`src/rtl/text_pixel_pipeline_if.sv`:
```
// Memory-side bus of the text pixel pipeline: VRAM word port and font ROM row port,
// both with 1-cycle synchronous reads on the memory side.
interface text_pixel_pipeline_if #(
  parameter int VRAM_AW = 11
);
  logic [VRAM_AW-1:0] vram_addr;
  logic [31:0]        vram_rdata;
  logic [10:0]        font_addr;
  logic [7:0]         font_data;

  modport master (output vram_addr, output font_addr, input vram_rdata, input font_data);
  modport slave  (input vram_addr, input font_addr, output vram_rdata, output font_data);
endinterface

```
`src/rtl/text_pixel_pipeline.sv`:
```
// 5-cycle text-mode pixel pipeline: VRAM cell fetch, font lookup, palette resolve.
// Optional cursor blink counter is built when TEXT_CURSOR_BLINK_EN is defined.
module text_pixel_pipeline #(
  parameter int COLS    = 80,
  parameter int ROWS    = 30,
  parameter int VRAM_AW = 11
) (
  input  logic                   axi_aclk,
  input  logic                   axi_aresetn,
  input  logic [9:0]             drawX,
  input  logic [9:0]             drawY,
  input  logic                   vde_in,
  input  logic                   hsync_in,
  input  logic                   vsync_in,
  text_pixel_pipeline_if.master  mem,
  input  logic                   pal_we,
  input  logic [3:0]             pal_idx,
  input  logic [11:0]            pal_data,
  input  logic                   cursor_en,
  input  logic [6:0]             cursor_col,
  input  logic [4:0]             cursor_row,
  output logic [3:0]             red,
  output logic [3:0]             green,
  output logic [3:0]             blue,
  output logic                   vde_out,
  output logic                   hsync_out,
  output logic                   vsync_out
);

  localparam logic [7:0] COLS_L = 8'(COLS);
  localparam logic [6:0] ROWS_L = 7'(ROWS);
  localparam int         HALF   = COLS / 2;

  typedef struct packed {
    logic       col0;
    logic [2:0] gx;
    logic [3:0] gy;
    logic       oob;
    logic       cur;
  } early_t;

  typedef struct packed {
    logic       inv;
    logic [3:0] fg;
    logic [3:0] bg;
    logic [2:0] gx;
    logic       oob;
    logic       cur;
  } late_t;

  logic [6:0]         col;
  logic [5:0]         row;
  logic               cursor_vis;
  logic [VRAM_AW-1:0] addr0;
  early_t             early0, s1, s2;
  late_t              late2, s3, s4;
  logic [15:0]        chr;
  logic [4:0][2:0]    tim_q;
  logic [11:0]        pal [16];
  logic               pix_bit;
  logic [11:0]        rgb_next;

  assign col = drawX[9:3];
  assign row = drawY[9:4];

`ifdef TEXT_CURSOR_BLINK_EN
  logic [5:0] blink_cnt;
  logic       vsync_prev;

  always_ff @(posedge axi_aclk) begin
    if (!axi_aresetn) begin
      blink_cnt  <= '0;
      vsync_prev <= 1'b0;
    end else begin
      vsync_prev <= vsync_in;
      if (vsync_in && !vsync_prev) blink_cnt <= blink_cnt + 6'd1;
    end
  end

  assign cursor_vis = ~blink_cnt[5];
`else
  assign cursor_vis = 1'b1;
`endif

  always_comb begin
    // NOTE: every always_comb output gets a default first so no path can infer a latch.
    early0      = '0;
    early0.col0 = col[0];
    early0.gx   = drawX[2:0];
    early0.gy   = drawY[3:0];
    early0.oob  = ({1'b0, col} >= COLS_L) || ({1'b0, row} >= ROWS_L);
    early0.cur  = cursor_en && (col == cursor_col) && (row == {1'b0, cursor_row})
                  && (drawY[3:1] == 3'b111) && cursor_vis;
    addr0       = VRAM_AW'(row) * VRAM_AW'(HALF) + VRAM_AW'(col[6:1]);

    chr       = s2.col0 ? mem.vram_rdata[31:16] : mem.vram_rdata[15:0];
    late2     = '0;
    late2.inv = chr[15];
    late2.fg  = chr[7:4];
    late2.bg  = chr[3:0];
    late2.gx  = s2.gx;
    late2.oob = s2.oob;
    late2.cur = s2.cur;

    // Cursor overrides both the glyph and the invert bit.
    pix_bit  = (mem.font_data[3'd7 - s4.gx] ^ s4.inv) | s4.cur;
    rgb_next = pix_bit ? pal[s4.fg] : pal[s4.bg];
    if (!tim_q[3][2] || s4.oob) rgb_next = '0;
  end

  always_ff @(posedge axi_aclk) begin
    // NOTE: sequential state uses non-blocking assignments so all stages advance together.
    if (!axi_aresetn) begin
      mem.vram_addr       <= '0;
      mem.font_addr       <= '0;
      s1                  <= '0;
      s2                  <= '0;
      s3                  <= '0;
      s4                  <= '0;
      tim_q               <= '0;
      {red, green, blue}  <= '0;
    end else begin
      mem.vram_addr       <= addr0;
      s1                  <= early0;
      s2                  <= s1;
      mem.font_addr       <= {chr[14:8], s2.gy};
      s3                  <= late2;
      s4                  <= s3;
      tim_q               <= {tim_q[3:0], {vde_in, hsync_in, vsync_in}};
      {red, green, blue}  <= rgb_next;
    end
  end

  assign {vde_out, hsync_out, vsync_out} = tim_q[4];

  // Write lands at the end of the cycle, so a pixel resolving in the same cycle sees the old entry.
  always_ff @(posedge axi_aclk) begin
    // NOTE: the palette is a small flop array, not a RAM, so it can legally take a reset value.
    if (!axi_aresetn) begin
      for (int i = 0; i < 16; i++) pal[i] <= {3{4'(i)}};
    end else if (pal_we) begin
      pal[pal_idx] <= pal_data;
    end
  end

endmodule

```
`src/flat_wrapper.sv`:
```
// flat-port wrapper written by rule: the top's interface ports become plain ports
module text_pixel_pipeline_flat 
#(
  parameter int COLS    = 80,
  parameter int ROWS    = 30,
  parameter int VRAM_AW = 11
)
  (axi_aclk, axi_aresetn, drawX, drawY, vde_in, hsync_in, vsync_in, pal_we, pal_idx, pal_data, cursor_en, cursor_col, cursor_row, red, green, blue, vde_out, hsync_out, vsync_out, mem_vram_addr, mem_font_addr, mem_vram_rdata, mem_font_data);
  text_pixel_pipeline_if #(.VRAM_AW(VRAM_AW)) mem_i ();
  input  logic axi_aclk;
  input  logic axi_aresetn;
  input  logic [9:0] drawX;
  input  logic [9:0] drawY;
  input  logic vde_in;
  input  logic hsync_in;
  input  logic vsync_in;
  input  logic pal_we;
  input  logic [3:0] pal_idx;
  input  logic [11:0] pal_data;
  input  logic cursor_en;
  input  logic [6:0] cursor_col;
  input  logic [4:0] cursor_row;
  output logic [3:0] red;
  output logic [3:0] green;
  output logic [3:0] blue;
  output logic vde_out;
  output logic hsync_out;
  output logic vsync_out;
  output wire logic [$bits(mem_i.vram_addr)-1:0] mem_vram_addr;
  output wire logic [$bits(mem_i.font_addr)-1:0] mem_font_addr;
  input wire logic [$bits(mem_i.vram_rdata)-1:0] mem_vram_rdata;
  input wire logic [$bits(mem_i.font_data)-1:0] mem_font_data;
  assign mem_vram_addr = mem_i.vram_addr;
  assign mem_font_addr = mem_i.font_addr;
  assign mem_i.vram_rdata = mem_vram_rdata;
  assign mem_i.font_data = mem_font_data;
  text_pixel_pipeline #(.COLS(COLS), .ROWS(ROWS), .VRAM_AW(VRAM_AW)) u_core (.axi_aclk(axi_aclk), .axi_aresetn(axi_aresetn), .drawX(drawX), .drawY(drawY), .vde_in(vde_in), .hsync_in(hsync_in), .vsync_in(vsync_in), .mem(mem_i), .pal_we(pal_we), .pal_idx(pal_idx), .pal_data(pal_data), .cursor_en(cursor_en), .cursor_col(cursor_col), .cursor_row(cursor_row), .red(red), .green(green), .blue(blue), .vde_out(vde_out), .hsync_out(hsync_out), .vsync_out(vsync_out));
endmodule
```
`config.mk`:
```
export PLATFORM = sky130hd
export DESIGN_NAME = text_pixel_pipeline_flat
export DESIGN_NICKNAME = d
export VERILOG_FILES = /design/src/rtl/text_pixel_pipeline_if.sv /design/src/rtl/text_pixel_pipeline.sv /design/src/flat_wrapper.sv
export SDC_FILE = /design/constraint.sdc
export NUM_CORES = 1
export LEC_CHECK = 0
export BUFFER_PORTS_ARGS = -buffer_cell sky130_fd_sc_hd__buf_2
export CORE_AREA = 2 2 201 203
export CTS_CLUSTER_SIZE = 25
export DETAILED_ROUTE_END_ITERATION = 10
export DIE_AREA = 0 0 203 205
export GPL_ROUTABILITY_DRIVEN = 0
export GPL_TIMING_DRIVEN = 0
export PLACE_DENSITY = 0.55
export SETUP_SLACK_MARGIN = 0.02
export SYNTH_ARGS = -nofsm -noshare
export SYNTH_HDL_FRONTEND = slang
export SYNTH_SLANG_ARGS = --single-unit
```
`constraint.sdc`:
```
create_clock -name axi_aclk -period 3.6 [get_ports axi_aclk]
set_input_delay 0.9 -clock axi_aclk [delete_from_list [all_inputs] [get_ports axi_aclk]]
set_output_delay 0.9 -clock axi_aclk [all_outputs]
set_load 0.01 [all_outputs]
```
Word-level counts from Yosys, hierarchy flattened
Memories as Yosys holds them, arrays and structs flattened. A register that Yosys moved wholly into a read port is not among the register bits.
Cells that the tools add are included.
- bits in registers: 89
- bits in writable memories: 192
- bits of input ports: 95
- logic and storage cells: 64
- memories: 1
- memories (name ; depth ; bits a word ; rd ports ; clocked after memory_dff ; wr ports ; RTL line ; RTL):
    u_core.pal ; 16 ; 12 ; 2 ; 2 ; 16 ; text_pixel_pipeline.sv:59 ; logic [11:0] pal [16];
- add/sub/neg operators: 2
- multipliers: 1
- magnitude comparators: 3
- equal/unequal tests: 3
- multiplexer cells: 13
- bitwise operators: 3
- reduce and logical (&&, ||, !) cells: 8
- operators by type and width (cell ; count):
    two-way mux 12 bit ; 2
    two-way mux 16 bit ; 1
    two-way mux 4 bit ; 3
    OR reduction 12 bit ; 1
    adder 11 x 6 -> 11 bit ; 1
    multiplier 6 x 3 -> 8 bit (second input constant) ; 1
    == test 7 bit ; 1
    greater-or-equal comparator 7 bit (second input constant) ; 1
    == test 6 x 5 -> 1 bit ; 1
    greater-or-equal comparator 6 x 5 -> 1 bit (second input constant) ; 1
    two-way mux 1 bit ; 6
    < comparator 3 x 4 -> 1 bit (second input constant) ; 1
    binary-select mux 1 bit (select 3 bit) ; 1
    == test 3 bit (second input constant) ; 1
    logical AND 1 bit ; 3
    subtractor 3 bit (first input constant) ; 1
    logical OR 1 bit ; 2
    OR reduction 2 bit ; 1
    logical NOT 1 bit ; 1
    NOT 1 bit ; 1
    bitwise OR 1 bit ; 1
    bitwise XOR 1 bit ; 1

Depth between registers and ports, before layout
- word-level depth: 6
- depth in mapped cells: 8
- depth with buffers taken out: 8

Least setup slack after synthesis
Ideal clock, no wire load.
- path kind: in2reg
- from: input port drawY[5]
- to: register u_core.mem.vram_addr[10]
- data arrival time: 2834 ps
- required time: 3524 ps
- setup slack: 691 ps
- stages: 7
- buffers on the path: 0
- cells stage by stage: ha_1 ha_1 fa_1 xnor2_1 or3_1 or3_1 a21boi_0
- cells in the longest elaborated chain, start to end: 2
- ends and longest elaborated chain (element ; RTL line ; RTL):
    start, declared ; flat_wrapper.sv:13 ; input logic [9:0] drawY;
    multiplier 6 x 3 -> 8 bit ; text_pixel_pipeline.sv:94 ; addr0 = VRAM_AW'(row) * VRAM_AW'(HALF) + VRAM_AW'(col[6:1]);
    adder 11 x 6 -> 11 bit ; text_pixel_pipeline.sv:94 ;
    end signal, assigned ; text_pixel_pipeline.sv:123 ; mem.vram_addr <= addr0;
    end, declared ; text_pixel_pipeline_if.sv:11 ; modport master (output vram_addr, output font_addr, input vram_rdata, input font_data);
Every way passes these cells.
A chain may end at the register's enable or synchronous reset.

==> flow_summary.ini <==
[yosys]
synth_warnings = 0
netlist_area_sq_um = 13600
yosysTopAreaCellShare_pct = 42.4
synth_top_area_cell = edfxtp_1
synth_seq_area_share_pct = 56.7
syn_inst = 968
async_flop_share_pct = 0
synth_cell_types = 37
synth_edf_count = 192
avgSynthCellArea_sq_um = 14.0
synth_seq_cells = 289
synthFlopType = edfxtp_1
syn-num-nets = 1076
synthTopCellsByArea = edfxtp_1 (42%), mux4_2 (16%), dfxtp_1 (14%)

[timing]
rsz0062_at_grt = false
finalClockSkew_ns = 0.0116
finalCriticalPeriod_ns = 3.38
fmax_ghz = 0.296
worstMarginPinSlew_ns = 1.18
setup_viol = 0
slew_headroom_pct = 21.6
post-route-period-util_pct = 94.0
slew_viol_final = 0
hold_viol = 0

[floorplanning]
floorplan.initialDensity_pct = 34.5
pin_count = 132
fp.dieW_microns = 203
std_cell_rows = 73
dieArea_sq_um = 41600
core_area_sq_um = 39400
die_h_microns = 205

[clock_network]
clk_pin_slew_worst_paths_ns = 0.06
post-cts-setup-buffers = 0
ctsHoldBuffers = 0
cts-resized-gates = 1
cts_sinks = 289
root_buffer = clkbuf_16
clock_latency_ns = 0.52
cts_buffer_depth = 3
htreeDepth = 2
tritoncts = done
numCtsBuffers = 34

[power]
power_leakage_uw = 0.00562
powerDensity_nw_per_um2 = 498
peakVddDrop_v = 0.000255

[critical_path]
r2r_slack_ns = 0.93
crit_path_start_kind = primary input
rr_endpoint = u_core.blue[0]
worst-r2r-cell-count = 7
worstPathArrival_ns = 3.54
crit_type = primary input to flip-flop
cp-end-kind = flip-flop
critPathRequiredTime_ns = 3.76
cp_max_fo = 12

[grt]
grt_pass1_wl_microns = 62000
grt_max_degree = 13
antenna_found_initial = 0
use_met3_pct = 4.44
grt.busiest_layer = met2
overflow = 0
met1_usage_pct = 27.7
grt_use_met2_pct = 32.8
grtUsageTotal_pct = 21.0
grt_pass1_vias = 9372

[placed_design]
hpwl_microns = 30200
placed_cell_area_sq_um = 15000
port_buffers = 131

[run_status]
status = completed

[route]
vias = 9206
antenna_left = 0
viasPerCell = 5.46
drtIter0Drc = 949
drcViolationCount = 0
first_pass_iters = 5
drt_wl_total_microns = 43500
wl_per_cell_microns = 25.8

[final_layout]
layout-drive-gt1-share_pct = 28.7
fin_util_pct = 40.9
fin_nets = 1247
syn_to_final_growth_pct = 18.4
antenna_cells = 0
fill_cells = 3674
fin_area_sq_um = 16100

[job]
maxCapViolations = 0

[worst_hold_path]
min_to = u_core.s2[4]
worstHoldStart = u_core.s1[4]
hold_depth = 1
hold_class = flip-flop to flip-flop
==> routing by layer <==
| metal | up-vias | part of all wire (%) | wire, microns |
|---|---|---|---|
| li1 | 3987 | - | - |
| met1 | 4517 | 40 | 17500 |
| met2 | 584 | 45 | 19600 |
| met3 | 118 | 9.6 | 4180 |
| met4 | 0 | 4.9 | 2150 |
| met5 | - | 0 | 0 |
==> flip-flops by register name, indices dropped and copies added (netlist names), 5 cells and up, named ones only <==
register,flops
u_core.s2,5
u_core.late2,5
u_core.tim_q,12
u_core.mem.vram_addr,11
u_core.mem.font_addr,11
u_core.s3,14
u_core.s1,10
u_core.pal,192
u_core.s4,6
==> worst max-delay path by stage <==
| stage | startpoint | end | slack [ns] | depth (start not counted) |
|---|---|---|---|---|
| 2_1_floorplan | drawY[5] | u_core.mem.vram_addr[10] | 0.69 | 7 |
| 5_1_grt | axi_aresetn | u_core.pal[4][6] | 0.14 | 5 |
| 3_5_place_dp | axi_aresetn | u_core.pal[12][10] | -0.70 | 5 |
| 4_1_cts | axi_aresetn | u_core.pal[4][6] | 0.06 | 5 |
| 6_report | axi_aresetn | u_core.pal[4][7] | 0.22 | 5 |
| 3_3_place_gp | axi_aresetn | u_core.pal[2][6] | -1.06 | 6 |
==> synthesized netlist by cell type, types with 2 or more instances <==
master    number
nand2_1       29
inv_1          3
clkbuf_1      62
and2_1       161
o21ai_0       16
a21o_2        12
nand2b_1      19
mux2i_1       20
dfxtp_1       97
nor3_1         4
buf_4          4
buf_2         11
xor2_1         2
buf_6          2
ha_1          11
mux4_2        97
nand4_1        6
nor2_1        15
a22oi_1       48
fa_1           2
or3_1         87
nor2b_1       24
xnor2_1       16
a21o_1         3
a21oi_2       10
edfxtp_1     192
a21oi_1        5
==> final cells by class <==
| type | count | area, sq um | share of cell area (%) |
|---|---|---|---|
| Tap cell | 525 | 657 | 4.08 |
| Clock buffer | 55 | 1070 | 6.64 |
| Clock inverter | 4 | 16.3 | 0.101 |
| Multi-Input combinational cell | 596 | 5580 | 34.7 |
| Sequential cell | 289 | 7710 | 47.9 |
| Buffer | 80 | 344 | 2.14 |
| Inverter | 3 | 11.3 | 0.0700 |
| Timing Repair Buffer | 135 | 708 | 4.40 |
==> kinds of logic after synthesis <==
kind of cell             after synthesis  synth area share [%]
AO/OA/AOI/OAI                         96                  5.12
flip-flops                           289                  56.7
XOR/XNOR                              18                  1.16
AND/OR/NAND/NOR                      351                  15.4
multiplexers                         118                  17.7
adder cells (fa/ha/maj)               13                  1.31
buffers and inverters                 83                  2.61
==> cells in the final DEF, fill, tap and decap left out, drive strengths merged <==
cell	synthesis	layout
ha	11	11
edfxtp	192	192
nand4	6	6
inv	3	3
a21o	15	15
clkbuf	62	117
o21ai	16	16
buf	18	153
a22oi	48	48
o21a	1	1
nor4	1	1
xor2	2	2
dfxtp	97	97
nor2	15	15
a21boi	1	1
mux4	97	97
nor2b	24	24
nand2b	19	19
or3	87	87
fa	2	2
nand2	29	29
and2b	1	1
xnor2	16	16
or3b	1	1
and3	1	1
a21oi	15	15
nand4b	1	1
nor3b	1	1
clkinv	0	4
and2	161	161
mux2i	21	21
nor3	4	4
==> critical path, stage by stage <==
cell and delay [ns]:
buf_2 0.20, nand4b_1 0.54, nor3_1 0.67, clkbuf_1 0.66, nand2b_2 0.55
==> power breakdown <==
group          internal [uW]  switching [uW]  leakage (uW)
Clock                   2020            1340      0.000530
Sequential              3720            82.6       0.00268
Combinational            367             491       0.00241
==> through the flow <==
| stage | total power (uW) | setup slack (ns) | instances | setup TNS (ns) | hold slack (ns) |
|---|---|---|---|---|---|
| after floorplan | 4340 | 0.691 | 968 | 0 | 0.412 |
| after global placement | 4700 | -1.06 | 1624 | -129.41 | 0.414 |
| after detailed placement | 4720 | -0.702 | 1628 | -21.14 | 0.418 |
| after CTS | 8070 | 0.0601 | 1687 | 0 | 0.424 |
| after global routing | 8270 | 0.137 | 1687 | 0 | 0.438 |
| final | 8020 | 0.216 | 1687 | 0 | 0.421 |
Note: power is estimated with default switching activity, not from simulation.
